### src/rtl/wisc_pkg.sv
// Shared WISC definitions: opcodes, flag bit positions and the
// flag-writer class decode used by both decode and execute.
package wisc_pkg;

  localparam logic [3:0] OP_ADD = 4'b0000;
  localparam logic [3:0] OP_SUB = 4'b0001;
  localparam logic [3:0] OP_XOR = 4'b0010;
  localparam logic [3:0] OP_SLL = 4'b0100;
  localparam logic [3:0] OP_SRA = 4'b0101;
  localparam logic [3:0] OP_ROR = 4'b0110;

  // Bit positions inside the {Z,V,N} vector consumed by PC control.
  localparam int FLAG_Z = 2;
  localparam int FLAG_V = 1;
  localparam int FLAG_N = 0;

  typedef enum logic [1:0] {
    FC_NONE = 2'd0,
    FC_Z    = 2'd1,
    FC_ZVN  = 2'd2
  } flag_class_e;

  function automatic flag_class_e flag_class(input logic [3:0] op);
    flag_class_e fc;
    case (op)
      OP_ADD, OP_SUB:                 fc = FC_ZVN;
      OP_XOR, OP_SLL, OP_SRA, OP_ROR: fc = FC_Z;
      default:                        fc = FC_NONE;
    endcase
    return fc;
  endfunction

  function automatic logic is_flag_writer(input logic [3:0] op);
    return flag_class(op) != FC_NONE;
  endfunction

endpackage

### src/rtl/flag_pend_shift.sv
// Pending flag-writer tracker: bit k marks a writer k+1 slots past ID,
// the top bit is the EX slot. Flush squashes everything younger than EX.
module flag_pend_shift #(
  parameter int DEPTH = 2
) (
  input  logic             clk,
  input  logic             rst,
  input  logic             adv_i,
  input  logic             flush_i,
  input  logic             din_i,
  output logic [DEPTH-1:0] pend_o
);

  logic [DEPTH-1:0] pend_q;
  logic [DEPTH-1:0] pend_d;

  // Next state: flush wins over the shift; no advance means hold.
  always_comb begin
    pend_d = pend_q;
    if (flush_i) begin
      pend_d = '0;
    end else if (adv_i) begin
      pend_d[0] = din_i;
      for (int k = 1; k < DEPTH; k++) begin
        pend_d[k] = pend_q[k-1];
      end
    end
  end

  // State register; reset clears pending writers asynchronously.
  always_ff @(posedge clk or posedge rst) begin
    if (rst) pend_q <= '0;
    else     pend_q <= pend_d;
  end

  assign pend_o = pend_q;

endmodule

### src/rtl/flag_unit.sv
// Flag register with same-cycle EX forwarding and a branch-hazard stall
// for flag writers still between ID and EX.
module flag_unit
  import wisc_pkg::*;
#(
  parameter int PEND_DEPTH = 2
) (
  input  logic        clk,
  input  logic        rst,
  input  logic        id_valid,
  input  logic [3:0]  id_opcode,
  input  logic        id_is_branch,
  input  logic        pipe_adv,
  input  logic        flush,
  input  logic        ex_valid,
  input  logic [3:0]  ex_opcode,
  input  logic [15:0] ex_result,
  input  logic        ex_ovfl,
  output logic [2:0]  F,
  output logic [2:0]  F_q,
  output logic        br_stall,
  output logic [15:0] stall_cnt
);

  logic [2:0]            flags_q;
  logic [2:0]            flags_d;
  logic                  ex_wr;
  flag_class_e           ex_class;
  logic [PEND_DEPTH-1:0] pend;
  logic                  older_writer;
  logic                  id_writer;
  logic [15:0]           stall_cnt_q;
  logic [15:0]           stall_cnt_d;

  assign ex_wr     = ex_valid & pipe_adv;
  assign ex_class  = flag_class(ex_opcode);
  assign id_writer = id_valid & is_flag_writer(id_opcode) & ~br_stall;

  // Flags after a qualified EX write; unwritten flags keep their value.
  always_comb begin
    flags_d = flags_q;
    if (ex_wr && ex_class != FC_NONE) begin
      flags_d[FLAG_Z] = (ex_result == 16'h0000);
      if (ex_class == FC_ZVN) begin
        flags_d[FLAG_V] = ex_ovfl;
        flags_d[FLAG_N] = ex_result[15];
      end
    end
  end

  // Architectural flag register.
  always_ff @(posedge clk or posedge rst) begin
    if (rst) flags_q <= 3'b000;
    else     flags_q <= flags_d;
  end

  // flags_d already equals flags_q when nothing writes, so it doubles as the
  // forwarded value.
  assign F   = flags_d;
  assign F_q = flags_q;

  flag_pend_shift #(
    .DEPTH (PEND_DEPTH)
  ) u_pend (
    .clk     (clk),
    .rst     (rst),
    .adv_i   (pipe_adv),
    .flush_i (flush),
    .din_i   (id_writer),
    .pend_o  (pend)
  );

  // A writer already in EX is forwarded, so only the slots before EX stall.
  generate
    if (PEND_DEPTH == 1) begin : g_no_hazard
      assign older_writer = 1'b0;
    end else begin : g_hazard
      assign older_writer = |pend[PEND_DEPTH-2:0];
    end
  endgenerate

  assign br_stall = id_valid & id_is_branch & older_writer;

  // Saturating stall-cycle counter.
  always_comb begin
    stall_cnt_d = stall_cnt_q;
    if (br_stall && stall_cnt_q != 16'hFFFF) stall_cnt_d = stall_cnt_q + 16'd1;
  end

  // Stall counter register; only reset clears it.
  always_ff @(posedge clk or posedge rst) begin
    if (rst) stall_cnt_q <= 16'h0000;
    else     stall_cnt_q <= stall_cnt_d;
  end

  assign stall_cnt = stall_cnt_q;

endmodule

### config.mk
export PLATFORM = sky130hd
export DESIGN_NAME = flag_unit
export DESIGN_NICKNAME = d
export VERILOG_FILES = /design/src/rtl/wisc_pkg.sv /design/src/rtl/flag_pend_shift.sv /design/src/rtl/flag_unit.sv
export SDC_FILE = /design/constraint.sdc
export NUM_CORES = 1
export LEC_CHECK = 0
export CORE_ASPECT_RATIO = 1.25
export CORE_MARGIN = 2
export CORE_UTILIZATION = 39
export CTS_CLUSTER_SIZE = 14
export DETAILED_ROUTE_END_ITERATION = 16
export PLACE_DENSITY = 0.78
export SYNTH_ARGS = -nofsm -noshare
export SYNTH_HDL_FRONTEND = slang
export SYNTH_HIERARCHICAL = 1
export SYNTH_SLANG_ARGS = --single-unit
### constraint.sdc
create_clock -name clk -period 2.5 [get_ports clk]
set_clock_uncertainty 0.15 [all_clocks]
set_input_delay 0.5 -clock clk [delete_from_list [all_inputs] [get_ports clk]]
set_output_delay 0.5 -clock clk [all_outputs]
set_load 0.02 [all_outputs]
==> results.toml <==
[finish]
num-fill-cells = 214
nNetsFinal = 192
post-route-util_pct = 66.0
antenna_cells = 0
drive_gt1_share_pct = 19.6
areaGrowthSynthToFinish_pct = 63.7

[power_and_ir_drop]
leakage_nw = 0.812
switchingPower_mw = 0.209
swShare_pct = 27.2
finalPower_mw = 0.767
p_int_mw = 0.558
pwr-share-clk_pct = 24.4
power.density_nw_per_um2 = 442
p_comb_share_pct = 27.6
peakVddDrop_mv = 0.412
power_frac_seq_pct = 48.0

[yosys]
ys.warnings.count = 6
syn_area_per_cell_um2 = 11.3
syn_nets = 127
syn_inst = 94
synth_area_um2 = 1060

[timing]
maxSlewHeadroom_pct = 53.0
tightest_slew_ns = 0.704
fin_crit_ns = 2.44
rsz0062_at_grt = "false"
fin_crit_sh_pct = 97.5
drv_slew = 0
max_freq_mhz = 410
setup_viol = 0
finalHoldViolCount = 0

[global_route]
grt.total_usage_pct = 19.7
grt_pass1_vias = 1011
antenna_found_initial = 0
grt_pass1_wl_um = 4730
gr-total-overflow = 0
grt_max_degree = 20

[routing]
wl_per_cell_um = 14.3
num_vias = 998
drt-pass1-iter-count = 4
drt_iter0_markers = 9
drc = 0
ant_nets = 0
avgViaCountPerCell = 5.20
wirelength_um = 2750

[die]
core_area_um2 = 2630
dieWidth_um = 50.6
io_pins = 55
die_h_um = 62.2
core.rowCount = 21
initial_core_util_pct = 40.3
die-area_um2 = 3150

[clocking]
postCtsHoldBufs = 0
clk_latency_ns = 0.30
clockRootBuffer = "clkbuf_4"
htree_levels = 1
cts_tree = "yes"
cts_buffer_depth = 2
cts-buffers-inserted = 3
cts_sinks = 20
clk_pin_slew_ns = 0.10

[flow_run]
max_cap_violations = 0

[critical_path]
cp_max_fo = 2
r2r_end = "stall_cnt[1]"
r2r_slack_ns = 0.40
r2r_cells = 5
end_kind = "output pin"
r2r-start = "stall_cnt[0]"
cp.required_ns = 1.85
crit_type = "input pin to output pin"
cp.arrival_ns = 1.79
critPathLaunchType = "input pin"

[min_path]
hp-class = "input pin to async pin"

[placement]
hpwlAfterDp_um = 2180
portBuffers = 53
gp_congestion = 0.727

[outcome]
status = "completed"
[sequential cells by signal (all words and copies together) (netlist names)]
register and flops:
F_q 3, stall_cnt 16, u_pend/pend_o 1
[cell usage in the layout (no fill, tap or decap), types with 2 or more instances in the layout]
cell,instances
nand4_1,2
dfrtp_1,20
nand3_1,3
clkbuf_4,3
mux2_4,2
nand4_4,2
clkdlybuf4s50_1,47
xor2_1,13
buf_2,2
nor3_1,8
nor4b_1,3
dlygate4sd2_1,3
nor4_2,3
buf_4,7
nor4_1,4
nand2_1,8
nand3_2,2
nor2_1,2
mux2_2,2
inv_1,5
[power by group through the flow]
| stage | combinational, mW | clock (mW) | sequential (mW) |
|---|---|---|---|
| detailed placement | 0.206 | 0 | 0.374 |
| finish | 0.211 | 0.187 | 0.368 |
| global placement | 0.201 | 0 | 0.371 |
| global route | 0.230 | 0.212 | 0.373 |
| CTS | 0.213 | 0.196 | 0.368 |
| floorplan | 0.0555 | 0 | 0.399 |
[repair_timing]
action                     CTS  global route
setup buffers                1             0
resized for setup           23             1
setup endpoints to repair    3             1
pin swaps                    2             2
[final cells by class]
cell class	instances	area [um2]	share of cell area, %
tap	34	42.5	2.45
timing repair buffer	60	571	32.9
clock buffer	4	36.3	2.09
sequential	20	500	28.9
inverter	5	18.8	1.08
multi-input combinational	69	564	32.6
[per-layer routing]
metal  GRT usage (%)  share of wire, %  up-vias
met5               0                 0        -
met4            9.12               2.2        0
met3            5.77                12        5
met2            34.0                50       52
met1            21.8                35      468
li1                -                 -      473
[worst max-delay path: stages]
cell and delay, ns:
clkdlybuf4s50_1 0.42, or3_4 0.41, mux2_4 0.32, buf_6 0.13
[worst max-delay path by stage]
stage,slack [ns],from,end,cells past startpoint
global placement,-0.43,ex_result[15],F[2],5
CTS,0.05,id_valid,br_stall,4
floorplan,0.43,stall_cnt[0],stall_cnt[1],5
finish,0.06,ex_opcode[1],F[1],4
global route,0.02,ex_result[6],F[2],5
detailed placement,-0.45,ex_result[15],F[2],5
[metrics by stage]
step	setup TNS [ns]	area (um2)	hold slack, ns	std cells	setup slack, ns
2_1_floorplan	0	1060	0.0787	94	0.431
3_3_place_gp	-1.27	1680	0.330	187	-0.429
4_1_cts	0	1730	0.183	192	0.0504
5_1_grt	0	1730	0.184	192	0.0171
3_5_place_dp	-1.33	1680	0.336	187	-0.450
6_report	0	1730	0.194	192	0.0616
Power figures use the tool's default switching activity.
